## config.mk

```make
export PLATFORM = sky130hd
export DESIGN_NAME = fetch_pc_stage_flat
export DESIGN_NICKNAME = d
export VERILOG_FILES = /design/src/rtl/fetch_pc_stage_pkg.sv /design/src/rtl/fetch_pc_stage_if.sv /design/src/rtl/fetch_pc_stage_pc_next_sel.sv /design/src/rtl/fetch_pc_stage.sv /design/src/flat_wrapper.sv
export SDC_FILE = /design/constraint.sdc
export NUM_CORES = 1
export LEC_CHECK = 0
export CAP_MARGIN = 15
export CORE_MARGIN = 10
export CORE_UTILIZATION = 48
export CTS_CLUSTER_SIZE = 25
export DETAILED_ROUTE_END_ITERATION = 8
export PLACE_DENSITY = 0.87
export RECOVER_POWER = 50
export SYNTH_ARGS = -nofsm -noshare
export SYNTH_HDL_FRONTEND = slang
export SYNTH_SLANG_ARGS = --single-unit
```

## constraint.sdc

```tcl
create_clock -name clk -period 3.8 [get_ports clk]
set_input_delay 0.76 -clock clk [delete_from_list [all_inputs] [get_ports clk]]
set_output_delay 0.76 -clock clk [all_outputs]
set_load 0.02 [all_outputs]
```

## src/rtl/fetch_pc_stage_pkg.sv

```systemverilog
// Shared fetch-stage definitions: FSM encoding, default vectors and the next-PC select code.
// Decode and hazard logic import the same defaults.
package fetch_pc_stage_pkg;

    localparam logic [0:0] FETCH_BOOT = 1'b0;
    localparam logic [0:0] FETCH_RUN  = 1'b1;

    localparam logic [31:0] DEFAULT_RESET_VEC = 32'h0040_0000;
    localparam logic [31:0] DEFAULT_NOP_INSTR = 32'h0000_0000;

    typedef enum logic [1:0] {
        SEL_REDIRECT = 2'd0,
        SEL_HOLD     = 2'd1,
        SEL_BUBBLE   = 2'd2,
        SEL_ADVANCE  = 2'd3
    } pc_sel_e;

    function automatic logic [31:0] align_word(input logic [31:0] addr);
        return {addr[31:2], 2'b00};
    endfunction

endpackage

```

## src/rtl/fetch_pc_stage_if.sv

```systemverilog
// Instruction-memory bus between the fetch stage (master) and the memory (slave).
interface fetch_pc_stage_if;
    logic [31:0] imem_addr;
    logic [31:0] imem_rdata;
    logic        imem_ready;

    modport master (output imem_addr, input imem_rdata, input imem_ready);
    modport slave  (input imem_addr, output imem_rdata, output imem_ready);
endinterface

```

## src/rtl/fetch_pc_stage_pc_next_sel.sv

```systemverilog
// Combinational next-PC selection: redirect > stall > imem wait > sequential advance.
// Outside RUN everything holds, so a redirect during BOOT has no effect.
module pc_next_sel
    import fetch_pc_stage_pkg::*;
(
    input  logic        run,
    input  logic        stall,
    input  logic        br_sel,
    input  logic [31:0] br_target,
    input  logic        jump,
    input  logic [31:0] jump_target,
    input  logic        imem_ready,
    input  logic [31:0] pc,
    output pc_sel_e     sel,
    output logic [31:0] pc_next,
    output logic        misalign
);

    logic [31:0] raw_target;

    // br_sel belongs to the older instruction (in EX), so it beats a jump in ID.
    assign raw_target = br_sel ? br_target : jump_target;

    always_comb begin
        sel      = SEL_HOLD;
        pc_next  = pc;
        misalign = 1'b0;
        if (run) begin
            if (br_sel || jump) begin
                sel      = SEL_REDIRECT;
                pc_next  = align_word(raw_target);
                misalign = |raw_target[1:0];
            end else if (stall) begin
                sel = SEL_HOLD;
            end else if (!imem_ready) begin
                sel = SEL_BUBBLE;
            end else begin
                sel     = SEL_ADVANCE;
                pc_next = pc + 32'd4;
            end
        end
    end

endmodule

```

## src/rtl/fetch_pc_stage.sv

```systemverilog
// Instruction-fetch stage: owns the PC, fills IF/ID, applies redirects with a one-bubble
// penalty and keeps a sticky misalignment flag plus a saturating redirect counter.
module fetch_pc_stage
    import fetch_pc_stage_pkg::*;
#(
    parameter logic [31:0] RESET_VEC = DEFAULT_RESET_VEC,
    parameter logic [31:0] NOP_INSTR = DEFAULT_NOP_INSTR,
    parameter int          CNT_W     = 16
) (
    input  logic                  clk,
    input  logic                  rst_n,
    input  logic                  stall,
    input  logic                  br_sel,
    input  logic [31:0]           br_target,
    input  logic                  jump,
    input  logic [31:0]           jump_target,
    fetch_pc_stage_if.master      imem,
    output logic [31:0]           ifid_instr,
    output logic [31:0]           ifid_pc4,
    output logic                  ifid_valid,
    output logic                  misalign_err,
    output logic [CNT_W-1:0]      redirect_cnt
);

    logic [0:0]       state_reg;
    logic [31:0]      pc_reg;
    logic [31:0]      instr_reg;
    logic [31:0]      pc4_reg;
    logic             valid_reg;
    logic             misalign_reg;
    logic [CNT_W-1:0] cnt_reg;

    pc_sel_e          sel;
    logic [31:0]      pc_next;
    logic             misalign;

    pc_next_sel u_pc_next_sel (
        .run         (state_reg == FETCH_RUN),
        .stall       (stall),
        .br_sel      (br_sel),
        .br_target   (br_target),
        .jump        (jump),
        .jump_target (jump_target),
        .imem_ready  (imem.imem_ready),
        .pc          (pc_reg),
        .sel         (sel),
        .pc_next     (pc_next),
        .misalign    (misalign)
    );

    always_ff @(posedge clk or negedge rst_n) begin
        if (!rst_n) begin
            state_reg    <= FETCH_BOOT;
            pc_reg       <= RESET_VEC;
            instr_reg    <= NOP_INSTR;
            pc4_reg      <= 32'h0000_0000;
            valid_reg    <= 1'b0;
            misalign_reg <= 1'b0;
            cnt_reg      <= '0;
        end else begin
            state_reg <= FETCH_RUN;
            pc_reg    <= pc_next;
            case (sel)
                SEL_REDIRECT: begin
                    // The word fetched this cycle is wrong-path; replace it with a bubble.
                    instr_reg <= NOP_INSTR;
                    valid_reg <= 1'b0;
                    if (misalign) misalign_reg <= 1'b1;
                    if (cnt_reg != '1) cnt_reg <= cnt_reg + 1'b1;
                end
                SEL_BUBBLE: begin
                    instr_reg <= NOP_INSTR;
                    valid_reg <= 1'b0;
                end
                SEL_ADVANCE: begin
                    instr_reg <= imem.imem_rdata;
                    pc4_reg   <= pc_next;
                    valid_reg <= 1'b1;
                end
                default: ;
            endcase
        end
    end

    assign imem.imem_addr = pc_reg;
    assign ifid_instr     = instr_reg;
    assign ifid_pc4       = pc4_reg;
    assign ifid_valid     = valid_reg;
    assign misalign_err   = misalign_reg;
    assign redirect_cnt   = cnt_reg;

endmodule

```

## src/flat_wrapper.sv

```systemverilog
// flat-port wrapper written by rule: the top's interface ports become plain ports
module fetch_pc_stage_flat import fetch_pc_stage_pkg::*;
#(
    parameter logic [31:0] RESET_VEC = DEFAULT_RESET_VEC,
    parameter logic [31:0] NOP_INSTR = DEFAULT_NOP_INSTR,
    parameter int          CNT_W     = 16
)
  (clk, rst_n, stall, br_sel, br_target, jump, jump_target, ifid_instr, ifid_pc4, ifid_valid, misalign_err, redirect_cnt, imem_imem_addr, imem_imem_rdata, imem_imem_ready);
  fetch_pc_stage_if imem_i ();
  input  logic clk;
  input  logic rst_n;
  input  logic stall;
  input  logic br_sel;
  input  logic [31:0] br_target;
  input  logic jump;
  input  logic [31:0] jump_target;
  output logic [31:0] ifid_instr;
  output logic [31:0] ifid_pc4;
  output logic ifid_valid;
  output logic misalign_err;
  output logic [CNT_W-1:0] redirect_cnt;
  output wire logic [$bits(imem_i.imem_addr)-1:0] imem_imem_addr;
  input wire logic [$bits(imem_i.imem_rdata)-1:0] imem_imem_rdata;
  input wire logic [$bits(imem_i.imem_ready)-1:0] imem_imem_ready;
  assign imem_imem_addr = imem_i.imem_addr;
  assign imem_i.imem_rdata = imem_imem_rdata;
  assign imem_i.imem_ready = imem_imem_ready;
  fetch_pc_stage #(.RESET_VEC(RESET_VEC), .NOP_INSTR(NOP_INSTR), .CNT_W(CNT_W)) u_core (.clk(clk), .rst_n(rst_n), .stall(stall), .br_sel(br_sel), .br_target(br_target), .jump(jump), .jump_target(jump_target), .imem(imem_i), .ifid_instr(ifid_instr), .ifid_pc4(ifid_pc4), .ifid_valid(ifid_valid), .misalign_err(misalign_err), .redirect_cnt(redirect_cnt));
endmodule
```

==> key figures <==
STA
  – Tcrit/Tclk final: 75.0%
  – Minimum clock period after layout: 2850 ps
  – Slew headroom: -5.75%
  – Worst hold slack: 458 ps
  – RSZ-0062 raised after global routing: false
  – TNS Setup: 0 ps
  – Final setup vio count: 0
  – Fmax: 0.351 GHz
  – Final Skew: 7.12 ps
  – Setup ws final: 951 ps
  – Final Max Tran Viols: 66
  – Endpoints failing hold: 0
  – Worst-margin pin slew: 1590 ps

Detailed routing
  – Initial DRC Count: 548
  – Initial DRT Pass Iterations: 8
  – Drt wl/cell: 22.0 µm
  – Post-route ant nets: 0
  – Post-Route WL: 19700 µm
  – DRC: 0
  – Via/cell ratio: 5.99
  – Vias after detailed routing: 5367

CTS
  – # H-tree levels: 4
  – CTS Hold Bufs: 0
  – TritonCTS buffer count: 17
  – TritonCTS sink count: 115
  – Longest Clk Path Bufs: 2
  – CTS tree: built
  – Setup repair bufs after CTS: 0
  – Clock Latency Late Sink: 410 ps
  – Clk pin slew, worst setup/hold paths: 50 ps
  – # resized after CTS: 0
  – Clk root buf: clkbuf_16

Global routing
  – Antenna violations before repair: 0
  – Total global-route track usage: 23.7%
  – Overflow after GRT: 0
  – Via count of the first global-routing pass: 5598
  – Largest net degree at the start of global routing: 66
  – First-pass GRT wire length: 31000 µm

Synthesis
  – Sequential fraction of the synthesis area: 52.0%
  – FF+latch count, synth: 115
  – Synth Warn #: 0
  – Synth top area share: 51.5%
  – Most numerous cell in the Yosys netlist: dfrtp_1
  – Mapped Cells: 530
  – Mapped Nets: 634
  – Synth cell count leaders: dfrtp_1 (114), nand2_1 (51), a22o_1 (48)
  – Post-synth EDFFs: 0
  – Cell Area, Synth: 5540 µm²
  – Area contributors post-synth: dfrtp_1 (52%), a22o_1 (7.6%), nand2_1 (3.5%)
  – Largest area contributor in the netlist: dfrtp_1
  – Average cell area after synthesis: 10.4 µm²
  – Asr flop ratio synth: 100%
  – Unique masters post-synth: 54
  – Most used DFF post-synth: dfrtp_1

Floorplan
  – Initial Util: 48.7%
  – Die Wd: 127 µm
  – Die ar.: 16200 µm²
  – Chip height: 127 µm
  – I/O Pins: 216
  – Core Footprint: 11400 µm²
  – Rows: 39

Placement
  – Gpl congestion: 0.964
  – Placed cell areas: 7850 µm²
  – I/O Buffers: 215
  – HPWL Detailed: 14100 µm
  – Pre-CTS setup slack: 632 ps

Setup path
  – Worst Setup End Kind: flop
  – CP Launch Type: input port
  – WP data arrival: 3140 ps
  – Worst Setup Path Type: in -> reg
  – Worst reg2reg path depth: 5
  – Crit-path max FO: 33
  – Worst endpoint required time: 4090 ps

Cells and area
  – Number of diodes: 0
  – Layout cell share with drive strength beyond 1: 9.16%
  – Final Cell Area: 8420 µm²
  – Area growth from synthesis to layout: 52.1%
  – # fillers: 791
  – # nets final: 845

Worst hold path
  – Hold path cells: 1
  – Hold WC Path Type: reg -> reg

Pwr
  – Leakage: 3.65 nW
  – PwrDens: 497 nW/µm²
  – Maximum VDD drop: 0.336 mV

Run
  – Maxcap violations: 1

Status
  – Status: complete, but fails checks
  – Failing checks: max-capacitance violations, max-slew violations
[report_power, final]
group	switching [mW]	total (mW)	internal, mW
logic	0.517	1.00	0.488
registers	0.181	1.57	1.39
clock network	0.555	1.61	1.06
total	1.25	4.18	2.93
[routing by layer]
metal	track usage, %	vias to the layer above	share of wire (%)
met3	7.69	37	11
met1	28.2	2592	38
li1	-	2417	-
met5	0	-	0
met4	8.64	0	2.3
met2	39.0	321	49
[metrics by stage]
step	total power, mW	std cells	utilization (%)
CTS	4.23	896	74.2
floorplan	2.02	530	-
finish	4.18	896	74.1
global route	4.34	896	74.1
detailed placement	2.61	865	69.0
global placement	2.58	865	69.0
[kinds of logic (layout without fill, tap and decap cells)]
group | Yosys count | count (layout) | synth area share (%)
simple gates | 158 | 158 | 14.7
fa+ha+maj | 2 | 2 | 0.452
other cells | 1 | 1 | 0.0677
flops | 115 | 115 | 52.0
mux | 8 | 8 | 1.60
xor+xnor | 34 | 34 | 5.38
compound gates | 170 | 170 | 22.8
buf+inv | 42 | 265 | 3.05
[worst max-delay path, cell delays in order]
cell and delay, ps:
dlygate4sd3_1 700, buf_4 270, nor2_1 70, buf_4 210
nand2_1 80, nand2_1 600, a22o_1 430
[layout by cell type (no fill, tap or decap), drive strengths merged, types with 10 or more instances in the layout]
master | netlist | layout
clkbuf | 21 | 23
nand3 | 20 | 20
dlygate4sd3 | 0 | 55
nand2 | 51 | 51
buf | 15 | 12
nand4 | 15 | 15
o21ai | 35 | 35
xnor2 | 21 | 21
dfrtp | 114 | 114
xor2 | 13 | 13
clkdlybuf4s50 | 0 | 159
a21o | 10 | 10
nor2 | 28 | 28
a22o | 48 | 48
a21oi | 17 | 17
[layout make-up]
class,count,area (µm²),area share [%]
Clock buffer,21,460,5.47
Clock inverter,10,133,1.57
Tap cell,143,179,2.12
Timing Repair Buffer,228,2240,26.6
Multi-Input combinational cell,373,2510,29.8
Inverter,6,22.5,0.267
Sequential cell,115,2880,34.2
[path summary, 6_finish.rpt]
check	to	startpoint	slack [ps]
min in group asynchronous	u_core.redirect_cnt[0]	rst_n	760
max in group asynchronous	u_core.ifid_pc4[6]	rst_n	1010
min reg2reg	u_core.misalign_err	u_core.misalign_err	460
max reg2reg	u_core.imem.imem_addr[26]	u_core.imem.imem_addr[14]	1480
max	u_core.ifid_instr[12]	br_sel	950
min	u_core.misalign_err	u_core.misalign_err	460
(Power assumes the default switching activity.)
